**config.mk**
```make
export PLATFORM = sky130hd
export DESIGN_NAME = mem_access_stage
export DESIGN_NICKNAME = d
export VERILOG_FILES = /design/src/rtl/mem_access_stage.sv
export SDC_FILE = /design/constraint.sdc
export NUM_CORES = 1
export LEC_CHECK = 0
export ABC_AREA = 1
export CAP_MARGIN = 10
export CORE_AREA = 2 2 96 98
export CTS_CLUSTER_DIAMETER = 80
export DETAILED_ROUTE_END_ITERATION = 10
export DIE_AREA = 0 0 98 100
export DONT_BUFFER_PORTS = 1
export GPL_TIMING_DRIVEN = 0
export PLACE_DENSITY = 0.61
export SETUP_SLACK_MARGIN = 0.3
export SYNTH_ARGS = -nofsm -noshare
export SYNTH_HDL_FRONTEND = slang
export SYNTH_SLANG_ARGS = --single-unit
```
**constraint.sdc**
```tcl
create_clock -name clk_i -period 1.87 [get_ports clk_i]
set_input_delay 0.4675 -clock clk_i [delete_from_list [all_inputs] [get_ports clk_i]]
set_output_delay 0.4675 -clock clk_i [all_outputs]
set_load 0.005 [all_outputs]
```
**src/rtl/mem_access_stage.sv**
```systemverilog
// MEM-stage controller: runs the load/store handshake with a variable-latency
// data memory, stalls upstream while an access is outstanding and feeds MEM/WB.
module mem_access_stage #(
    parameter int DATA_W  = 32,
    parameter int TIMEOUT = 255,
    parameter int CNT_W   = 8
) (
    input  logic              clk_i,
    input  logic              rst_i,
    input  logic [DATA_W-1:0] alu_result_i,
    input  logic [DATA_W-1:0] store_data_i,
    input  logic              MemRead_i,
    input  logic              MemWrite_i,
    input  logic              RegWrite_i,
    input  logic              MemtoReg_i,
    input  logic [4:0]        WriteBackPath_i,
    output logic              mem_req_o,
    output logic              mem_we_o,
    output logic [DATA_W-1:0] mem_addr_o,
    output logic [DATA_W-1:0] mem_wdata_o,
    input  logic              mem_ack_i,
    input  logic [DATA_W-1:0] mem_rdata_i,
    output logic [DATA_W-1:0] mux0_o,
    output logic [DATA_W-1:0] mux1_o,
    output logic              RegWrite_o,
    output logic              MemtoReg_o,
    output logic [4:0]        WriteBackPath_o,
    output logic              stall_o,
    output logic              err_o
);

    localparam logic [1:0] ST_IDLE = 2'd0;
    localparam logic [1:0] ST_BUSY = 2'd1;
    localparam logic [1:0] ST_DONE = 2'd2;

    localparam bit               TO_EN    = (TIMEOUT != 0);
    localparam logic [CNT_W-1:0] CNT_LAST = CNT_W'(TIMEOUT - 1);
    localparam logic [CNT_W-1:0] CNT_ONE  = CNT_W'(1);

    logic [1:0]        state_q, state_d;
    logic [DATA_W-1:0] rdata_q, rdata_d;
    logic [CNT_W-1:0]  cnt_q, cnt_d;
    logic              err_q, err_d;
    logic              req_int;
    logic              mem_op;

    assign mem_op = MemRead_i | MemWrite_i;

    always_comb begin
        state_d = state_q;
        rdata_d = rdata_q;
        cnt_d   = cnt_q;
        err_d   = err_q;
        req_int = 1'b0;
        case (state_q)
            ST_IDLE: begin
                if (mem_op) begin
                    req_int = 1'b1;
                    cnt_d   = '0;
                    if (mem_ack_i) begin
                        if (!MemWrite_i) rdata_d = mem_rdata_i;
                        state_d = ST_DONE;
                    end else begin
                        state_d = ST_BUSY;
                    end
                end
            end
            ST_BUSY: begin
                req_int = 1'b1;
                cnt_d   = cnt_q + CNT_ONE;
                if (mem_ack_i) begin
                    if (!MemWrite_i) rdata_d = mem_rdata_i;
                    state_d = ST_DONE;
                end else if (TO_EN && (cnt_q == CNT_LAST)) begin
                    // Forced completion: hand WB a zero and flag the hang.
                    rdata_d = '0;
                    err_d   = 1'b1;
                    state_d = ST_DONE;
                end
            end
            ST_DONE: state_d = ST_IDLE;
            default: state_d = ST_IDLE;
        endcase
    end

    always_ff @(posedge clk_i or negedge rst_i) begin
        if (!rst_i) begin
            state_q <= ST_IDLE;
            rdata_q <= '0;
            cnt_q   <= '0;
            err_q   <= 1'b0;
        end else begin
            state_q <= state_d;
            rdata_q <= rdata_d;
            cnt_q   <= cnt_d;
            err_q   <= err_d;
        end
    end

    // Gating with rst_i drops the request in the same instant reset asserts.
    assign mem_req_o       = req_int & rst_i;
    assign stall_o         = req_int & rst_i;
    assign RegWrite_o      = RegWrite_i & rst_i & ~req_int;
    assign mem_we_o        = MemWrite_i;
    assign mem_addr_o      = alu_result_i;
    assign mem_wdata_o     = store_data_i;
    assign mux0_o          = rdata_q;
    assign mux1_o          = alu_result_i;
    assign MemtoReg_o      = MemtoReg_i;
    assign WriteBackPath_o = WriteBackPath_i;
    assign err_o           = err_q;

endmodule

```
==> flow_summary.yaml <==
detailed_routing:
  drtIter0Drc: 91
  wl_per_cell_um: 16.2
  vias: 2995
  drt_first_pass_iters: 4
  antenna_left: 0
  viasPerCell: 4.75
  drc: 0
  wirelength_mm: 10.2
worst_hold_path:
  whs_path_depth: 4
  worstHoldPathType: "input port to register"
  worstHoldStart: "mem_ack_i"
sta:
  final_max_slew_viol_count: 0
  tightest_slew_ns: 0.481
  fin_crit_ns: 1.67
  maxSlewHeadroom: 0.680
  fin_ws_ns: 0.198
  max_freq_ghz: 0.598
  hold_violations: 0
  setup_violations: 0
  fin_tns_setup_ns: 0
  fin_crit_sh: 0.894
  rsz0062_at_grt: "true"
  skew_ns: 0.0110
pwr:
  p_clk_frac: 0.264
  intPower_mw: 1.87
  ir_worst_vdd_mv: 0.547
  switchingPower_uw: 964
  p_total_mw: 2.84
  seq_power_share: 0.454
  leakagePower_nw: 2.22
  pwr-share-comb: 0.281
  powerDensity_mw_per_mm2: 744
  p_sw_frac: 0.340
floorplanning:
  die_h_um: 100
  io_pins: 247
  rows: 35
  design.core.area_mm2: 0.00889
  die_x_um: 98
  initial_core_util: 0.382
  dieArea_mm2: 0.00980
setup_path:
  arrival_ns: 1.20
  reg2regPathDepth: 9
  critical_path_required_ns: 1.40
  cp-start-kind: "register"
  rrSetupSlack_ns: 0.41
  worstPathMaxFanout: 3
  cp-end-kind: "output port"
  timing.rr.start: "cnt_q[0]$_DFFE_PN0P_"
  crit_start: "state_q[1]$_DFFE_PN0P_"
  crit_type: "register to output port"
synth:
  synth.distinct_cells: 20
  yosys_register_bits: 43
  ys_async_sr_fraction: 1.00
  synthCells: 501
  ys.flop_type: "dfrtp_1"
  yosys_warnings: 0
  synthAdderAreaFrac: 0.00737
  seq_area_frac_synth: 0.317
  syn-cell-area_mm2: 0.00340
  syn_area_per_cell_um2: 6.78
  synth-edff-count: 0
  synth_simple_gate_area_share: 0.298
  synth_compound_area_frac: 0.0619
  synth_top_family_by_area: "buffers and inverters"
  synth-xor-area-share: 0
  syn_nets: 611
  muxShareOfSynthArea: 0
placement:
  dpl_worst_slack_ns: 0.119
  hpwl_mm: 7.64
  dp.cells: 612
  gp_congestion: 0.791
  io_buffers: 0
clock_network:
  cts.clk_slew.worst_paths_ns: 0.09
  cts_tree: "built"
  cts_max_path_buffers: 2
  cts_root_buffer: "clkbuf_8"
  clk_latency_ns: 0.30
  clock-sinks: 43
  cts_max_level: 2
  cts_buffers: 5
finish:
  layout-drive-gt1-share: 0.296
  layout.cells.non_filler: 631
  fin_util: 0.429
  diodes: 0
  syn2layout_area_growth_pct: 12.3
  nNetsFinal: 629
global_routing:
  first_global_vias: 2806
  grt_pass1_wl_mm: 15.3
  grt_max_degree: 44
  grt_antenna_before_repair: 0
  grt_usage: 0.197
  grt_overflow_total: 0
job:
  drv_cap: 0
run_status:
  status: "complete, no violations"
## timing repair
| item | 4_1_cts | 5_1_grt |
|---|---|---|
| hold buffers | 2 | 0 |
| resized for setup | 11 | 15 |
| pin swaps | 0 | 3 |
| buffers inserted | 5 | 4 |
| hold endpoints to repair | 43 | 0 |
| endpoints found under the setup margin | 2 | 33 |
## cell type report
class / instances / area, um2
fillers: 898 / 5070
multi-input cells: 287 / 1280
flip-flops and latches: 43 / 1080
plain buffers: 127 / 931
inverters: 44 / 168
well taps: 111 / 139
repair buffers: 11 / 105
clock buffers: 5 / 68.8
clock inverters: 3 / 43.8
## metrics by stage
step                hold WS [ns]  cell area [um2]
floorplan                  0.172             3400
global placement           0.173             3540
detailed placement         0.173             3540
CTS                        0.392             3760
global route               0.395             3820
finish                     0.399             3820
## power by group through the flow
| stage | Clock (mW) | Sequential, mW | Combinational [mW] |
|---|---|---|---|
| finish | 0.750 | 1.29 | 0.798 |
| global route | 0.802 | 1.32 | 0.910 |
| CTS | 0.776 | 1.29 | 0.784 |
| detailed placement | 0 | 1.31 | 0.715 |
| global placement | 0 | 1.30 | 0.700 |
| floorplan | 0 | 1.24 | 0.601 |
## routing by layer
metal	wire, um	GRT usage
met1	4070	0.248
met2	5160	0.338
met3	890	0.0550
met4	110	0.0417
met5	0	0
## worst paths after layout
path	end
min	mux0_o[24]$_DFFE_PN0P_
max	RegWrite_o
min in group asynchronous	mux0_o[14]$_DFFE_PN0P_
min reg2reg	err_o$_DFFE_PN0P_
max in group asynchronous	cnt_q[2]$_DFFE_PN0P_
max reg2reg	mux0_o[1]$_DFFE_PN0P_
## cells in the final DEF, fill, tap and decap left out
cell type and instances:
nand2_1 182, buf_4 115, nand3_1 45, dfrtp_1 43, inv_1 41, o21ai_0 36
buf_2 9, clkbuf_1 6, clkbuf_8 5, nor2_1 4, buf_6 4, nand2_4 3
nor2_2 2, inv_2 2, nand2_2 2, nor2_4 2, o21bai_1 2, o21ai_1 2
ha_1 2, buf_8 1, and3_4 1, nand4_1 1, inv_4 1, nand3_4 1
nand3_2 1, clkbuf_4 1, a21oi_1 1, clkinv_4 1, bufinv_16 1, clkinv_2 1
buf_16 1, dlygate4sd3_1 1
## registers in the layout (all words and copies together), names as in the netlist
register	cells
mux0_o	32
cnt_q	8
state_q	2
err_o	1
## synthesized netlist by cell type (2+ instances only)
master / count / area share
buf_2: 12 / 0.018
buf_4: 105 / 0.23
buf_6: 3 / 0.0099
clkbuf_1: 7 / 0.0077
dfrtp_1: 43 / 0.32
ha_1: 2 / 0.0074
inv_1: 42 / 0.046
inv_2: 2 / 0.0022
nand2_1: 186 / 0.21
nand3_1: 45 / 0.066
nor2_1: 7 / 0.0077
o21ai_0: 38 / 0.056
o21bai_1: 2 / 0.0044
## cell families after synthesis
group           Yosys count
fa+ha+maj                 2
flops                    43
simple gates            244
compound gates           41
buf+inv                 171
## worst max-delay path: stages, from the launching register on
cell and delay (ns):
dfrtp_1 0.41, inv_2 0.10, nand2_4 0.05, buf_6 0.12, buf_8 0.12, nand2_4 0.07, nor2_2 0.04
Note: power is estimated with default switching activity, not from simulation.
